`src/rtl/i2c_target_regs.sv`:
```
// rtl/i2c_target_regs.sv - I2C target exposing NREG byte registers; `define I2C_GLITCH_FILTER_EN adds a majority glitch filter
module i2c_target_regs #(
    parameter logic [6:0] DEV_ADDR = 7'h42,
    parameter int         NREG     = 4
) (
    input  logic              clk,
    input  logic              rst,
    input  logic              scl_i,
    input  logic              sda_i,
    output logic              sda_oe,
    output logic [8*NREG-1:0] regs_o,
    output logic              wr_strobe,
    output logic              busy
);

    localparam int PW = $clog2(NREG);

    typedef enum logic [3:0] {
        IDLE, ADDR, ADDR_ACK, PTR, PTR_ACK, WDATA, WDATA_ACK, RDATA, RDATA_ACK
    } state_t;

    logic [1:0]    scl_sync, sda_sync;
    logic          scl_f, sda_f, scl_d, sda_d;
    state_t        state;
    logic [3:0]    cnt;
    logic [7:0]    shreg;
    logic          rw, ack_bit;
    logic [PW-1:0] ptr;
    logic [7:0]    regs [NREG];

    always_ff @(posedge clk or posedge rst) begin
        if (rst) begin
            scl_sync <= 2'b11;
            sda_sync <= 2'b11;
        end else begin
            scl_sync <= {scl_sync[0], scl_i};
            sda_sync <= {sda_sync[0], sda_i};
        end
    end

`ifdef I2C_GLITCH_FILTER_EN
    // Majority of the current and two previous samples: a 1-clk pulse never wins the vote.
    logic [1:0] scl_hist, sda_hist;
    logic       scl_filt, sda_filt;

    always_ff @(posedge clk or posedge rst) begin
        if (rst) begin
            scl_hist <= 2'b11;
            sda_hist <= 2'b11;
            scl_filt <= 1'b1;
            sda_filt <= 1'b1;
        end else begin
            scl_hist <= {scl_hist[0], scl_sync[1]};
            sda_hist <= {sda_hist[0], sda_sync[1]};
            scl_filt <= (scl_sync[1] & scl_hist[0]) | (scl_sync[1] & scl_hist[1]) | (scl_hist[0] & scl_hist[1]);
            sda_filt <= (sda_sync[1] & sda_hist[0]) | (sda_sync[1] & sda_hist[1]) | (sda_hist[0] & sda_hist[1]);
        end
    end

    assign scl_f = scl_filt;
    assign sda_f = sda_filt;
`else
    assign scl_f = scl_sync[1];
    assign sda_f = sda_sync[1];
`endif

    always_ff @(posedge clk or posedge rst) begin
        if (rst) begin
            scl_d <= 1'b1;
            sda_d <= 1'b1;
        end else begin
            scl_d <= scl_f;
            sda_d <= sda_f;
        end
    end

    logic scl_rise, scl_fall, start_det, stop_det, byte_done, shift_state;
    assign scl_rise    = scl_f & ~scl_d;
    assign scl_fall    = ~scl_f & scl_d;
    assign start_det   = scl_f & scl_d & sda_d & ~sda_f;
    assign stop_det    = scl_f & scl_d & ~sda_d & sda_f;
    assign byte_done   = (cnt == 4'd8);
    assign shift_state = (state == ADDR) || (state == PTR) || (state == WDATA) || (state == RDATA);

    always_ff @(posedge clk or posedge rst) begin
        if (rst) begin
            state     <= IDLE;
            cnt       <= 4'd0;
            shreg     <= 8'h00;
            rw        <= 1'b0;
            ack_bit   <= 1'b1;
            ptr       <= '0;
            sda_oe    <= 1'b0;
            wr_strobe <= 1'b0;
            busy      <= 1'b0;
            for (int k = 0; k < NREG; k++) regs[k] <= 8'h00;
        end else begin
            wr_strobe <= 1'b0;
            if (stop_det) begin
                state  <= IDLE;
                sda_oe <= 1'b0;
                busy   <= 1'b0;
            end else if (start_det) begin
                state  <= ADDR;
                cnt    <= 4'd0;
                sda_oe <= 1'b0;
            end else begin
                // In RDATA the same shift exposes the next outgoing bit at shreg[7].
                if (shift_state && scl_rise && !byte_done) begin
                    shreg <= {shreg[6:0], sda_f};
                    cnt   <= cnt + 4'd1;
                end
                case (state)
                    IDLE: ;
                    ADDR: if (scl_fall && byte_done) begin
                        cnt <= 4'd0;
                        if (shreg[7:1] == DEV_ADDR) begin
                            state  <= ADDR_ACK;
                            sda_oe <= 1'b1;
                            busy   <= 1'b1;
                            rw     <= shreg[0];
                        end else begin
                            state  <= IDLE;
                            sda_oe <= 1'b0;
                            busy   <= 1'b0;
                        end
                    end
                    ADDR_ACK: if (scl_fall) begin
                        if (rw) begin
                            state  <= RDATA;
                            shreg  <= regs[ptr];
                            sda_oe <= ~regs[ptr][7];
                        end else begin
                            state  <= PTR;
                            sda_oe <= 1'b0;
                        end
                    end
                    PTR: if (scl_fall && byte_done) begin
                        ptr    <= shreg[PW-1:0];
                        cnt    <= 4'd0;
                        state  <= PTR_ACK;
                        sda_oe <= 1'b1;
                    end
                    PTR_ACK, WDATA_ACK: if (scl_fall) begin
                        state  <= WDATA;
                        sda_oe <= 1'b0;
                    end
                    WDATA: if (scl_fall && byte_done) begin
                        regs[ptr] <= shreg;
                        wr_strobe <= 1'b1;
                        ptr       <= ptr + PW'(1);
                        cnt       <= 4'd0;
                        state     <= WDATA_ACK;
                        sda_oe    <= 1'b1;
                    end
                    RDATA: if (scl_fall) begin
                        if (byte_done) begin
                            cnt    <= 4'd0;
                            state  <= RDATA_ACK;
                            sda_oe <= 1'b0;
                        end else begin
                            sda_oe <= ~shreg[7];
                        end
                    end
                    RDATA_ACK: begin
                        if (scl_rise) ack_bit <= sda_f;
                        if (scl_fall) begin
                            if (!ack_bit) begin
                                ptr    <= ptr + PW'(1);
                                shreg  <= regs[ptr + PW'(1)];
                                sda_oe <= ~regs[ptr + PW'(1)][7];
                                state  <= RDATA;
                            end else begin
                                sda_oe <= 1'b0;
                                state  <= IDLE;
                            end
                        end
                    end
                    default: begin
                        state  <= IDLE;
                        sda_oe <= 1'b0;
                    end
                endcase
            end
        end
    end

    for (genvar k = 0; k < NREG; k++) begin : g_regs
        assign regs_o[8*k +: 8] = regs[k];
    end

endmodule
```
`config.mk`:
```
export PLATFORM = sky130hd
export DESIGN_NAME = i2c_target_regs
export DESIGN_NICKNAME = d
export VERILOG_FILES = /design/src/rtl/i2c_target_regs.sv
export SDC_FILE = /design/constraint.sdc
export NUM_CORES = 1
export LEC_CHECK = 0
export ABC_AREA = 1
export BUFFER_PORTS_ARGS = -buffer_cell sky130_fd_sc_hd__clkbuf_2
export CAP_MARGIN = 20
export CELL_PAD_IN_SITES_DETAIL_PLACEMENT = 1
export CELL_PAD_IN_SITES_GLOBAL_PLACEMENT = 1
export CORE_ASPECT_RATIO = 0.8
export CORE_MARGIN = 4
export CORE_UTILIZATION = 48
export CTS_BUF_LIST = sky130_fd_sc_hd__clkbuf_2
export DETAILED_ROUTE_END_ITERATION = 10
export GPL_ROUTABILITY_DRIVEN = 1
export PLACE_DENSITY_LB_ADDON = 0.1
export RECOVER_POWER = 100
export SETUP_SLACK_MARGIN = 0.1
export SYNTH_ARGS = -nofsm -noshare
export SYNTH_HDL_FRONTEND = slang
export SYNTH_SLANG_ARGS = --single-unit
export TNS_END_PERCENT = 1
```
`constraint.sdc`:
```
create_clock -name clk -period 5.68 [get_ports clk]
set_input_delay 0.568 -clock clk [delete_from_list [all_inputs] [get_ports clk]]
set_output_delay 0.568 -clock clk [all_outputs]
set_load 0.05 [all_outputs]
```
==> impl_results.md <==
* Sequential area share after synthesis at 41.6%
* Achievable Freq at 320 MHz
* CTS Root Buffer Type: clkbuf_2
* Number of distinct library cells after synthesis at 30
* CP bufs+invs at 3
* Post-synthesis average cell area at 7.53 µm²
* Crit Path Max Fanout at 61
* Post-CTS Setup Repair Bufs at 0
* First-pass GRT wire length at 18800 µm
* Critical path launch point type: primary input
* Cell at the slowest stage of the critical path: clkbuf_1
* Worst Hold Class: primary input to register
* Critical-path cell list: clkbuf_2, inv_1, clkbuf_1
* Syn. warnings at 0
* Outcome: finished, violations left
* Pin count of the biggest net entering global routing at 62
* Worst VDD drop at 182 µV
* Drt first pass iters at 4
* Syn_nets at 500
* Wirelength per Cell at 17.8 µm
* Initial antenna violation count at 0
* Cts hold-fix bufs at 0
* Hold Vio Cnt, Final at 0
* RSZ-0062 raised after global routing: no
* Crit. path cell count at 3
* Initial DRC count at 153
* Post-CTS sizing at 0
* Via count at 3527
* RD Place Congestion at 0.847
* Measured slew at the worst slew-check pin at 3.30 ns
* Routed WL at 11300 µm
* CP Capture Type: asynchronous set/reset pin
* Worst-path clk slew at 0.19 ns
* Clock Latency Late Sink at 0.53 ns
* CTS Sinks at 61
* Worst slew margin at -120%
* Final ANT Viol Nets at 0
* Post-Route Skew at 0.0307 ns
* Total gr overflow at 0
* Min cycle time layout at 3.12 ns
* Layout Nets at 535
* Fin crit share at 55.0%
* Yosys reg bits at 61
* Dpl hpwl at 8290 µm
* Layout cell share with drive strength beyond 1 at 9.43%
* Data arrival, critical path at 3.05 ns
* CTS tree: done
* R2r worst-path depth at 9
* Initial Util at 49.7%
* Total GRT Usage at 26.1%
* H-tree Lvls at 3
* Fin. max-slew vios at 62
* Cells after Synth at 490
* Pwr dens at 254 mW/mm²
* Number of port buffers at 38
* Max_cap viols at 1
* DIE HEIGHT at 86.4 µm
* Residual DRC at 0
* Final cell count without fillers at 635
* Vias in the first global route at 3721
* Slowest stage delay, CP at 2.31 ns
* Max clock buf depth at 2
* Crit Path Category: primary input to asynchronous set/reset pin
* DIE AREA at 0.00916 mm²
* Failing checks: capacitance limit, slew limit
* Area Growth Syn to Fin at 5.09%
* WHS Path Cells at 1
* Row count at 28
* Vias per cell at 5.55
* Core area at 0.00743 mm²
* Static leakage at 1.82 nW
* Fin Setup TNS at 0 ns
* Ant diodes at 0
* Chip width at 106 µm
* Dpl cells at 618
* WP data required at 5.61 ns
* Io pins at 39
* Top delay family on crit path: buffers and inverters
* Post-Synthesis Cell Area at 0.00369 mm²
* Number of buffers created by CTS at 9
* Number of fill cells at 1039
* Setup-failing EPs final at 0
[Yosys cell counts]
cell type | number | area [µm²]
nand2_2 | 7 | 43.8
inv_2 | 7 | 26.3
xor2_1 | 1 | 8.76
clkinv_1 | 2 | 7.51
o21ai_1 | 25 | 125
o21ai_0 | 32 | 160
nor2_8 | 1 | 20.0
inv_1 | 38 | 143
nand2_1 | 121 | 454
nand3_1 | 50 | 250
o211ai_1 | 1 | 7.51
dfrtp_1 | 54 | 1350
a21oi_1 | 28 | 140
nand3_4 | 1 | 17.5
nor2_2 | 6 | 37.5
nand4_1 | 3 | 18.8
nor2_4 | 5 | 56.3
nor3_1 | 3 | 15.0
buf_1 | 1 | 3.75
ha_1 | 6 | 75.1
nand2_4 | 6 | 67.6
o21ai_2 | 16 | 140
nand3_2 | 3 | 30.0
buf_2 | 4 | 20.0
buf_6 | 6 | 67.6
a211oi_1 | 1 | 7.51
nor2_1 | 50 | 188
dfstp_2 | 7 | 184
buf_4 | 1 | 7.51
clkbuf_1 | 4 | 15.0
[power breakdown]
part	total (mW)	internal [mW]	switching, mW
Combinational	0.186	0.0509	0.135
Sequential	0.508	0.470	0.0385
Clock	0.290	0.104	0.186
Total	0.984	0.625	0.359
[logic make-up after synthesis]
group	share of synthesized area, %
simple gates	32.5
compound gates	15.7
buf+inv	7.87
flops	41.6
fa+ha+maj	2.04
xor+xnor	0.237
[area by class of cell]
type	count	area [µm²]	area share (%)
Sequential cell	61	1540	39.6
Multi-Input combinational cell	366	1740	44.8
Inverter	47	176	4.55
Clock inverter	7	73.8	1.90
Clock buffer	9	45.0	1.16
Timing Repair Buffer	40	178	4.58
Tap cell	105	131	3.39
[path summary, 6_finish.rpt]
path	slack [ns]	end	from
hold / removal	0.11	sda_sync[0]	sda_i
setup / recovery	2.56	sda_oe	rst
max in group clk	2.82	shreg[7]	ptr[0]
setup reg to reg	2.82	shreg[7]	ptr[0]
hold reg to reg	0.38	scl_sync[1]	scl_sync[0]
min in group asynchronous	1.23	busy	rst
[registers in the layout, summed over array words and instances, names as in the netlist]
register,count
sda_sync,2
sda_d,1
scl_d,1
sda_oe,1
ack_bit,1
busy,1
state,4
wr_strobe,1
scl_sync,2
ptr,2
shreg,8
rw,1
cnt,4
regs_o,32
[layout by cell type, fill, tap and decap left out, drive strengths merged]
cell,count
clkbuf,48
nor3,3
nor2,62
nand2,134
o211ai,1
bufinv,1
inv,47
ha,6
a211oi,1
clkinv,6
o21ai,73
nand3,54
dfstp,7
xor2,1
a21oi,28
dfrtp,54
nand4,3
buf,1
[routing by layer]
metal | wire (µm) | share of wire (%) | global-route usage [%]
met4 | 182 | 1.6 | 7.41
met2 | 5480 | 48 | 45.9
met1 | 5350 | 47 | 33.6
met3 | 308 | 2.7 | 4.39
met5 | 0 | 0 | 0
[per-stage QoR]
step	power, mW	area (µm²)	setup WS (ns)	hold WS [ns]	util (%)
6_report	0.984	3880	2.56	0.107	52.2
5_1_grt	1.04	3880	1.91	0.0437	52.2
4_1_cts	1.01	4020	2.25	0.0484	54.2
3_5_place_dp	0.716	3900	2.28	0.355	52.6
3_3_place_gp	0.704	3900	2.49	0.350	52.6
2_1_floorplan	0.648	3690	3.61	0.345	-
(Power assumes the default switching activity.)
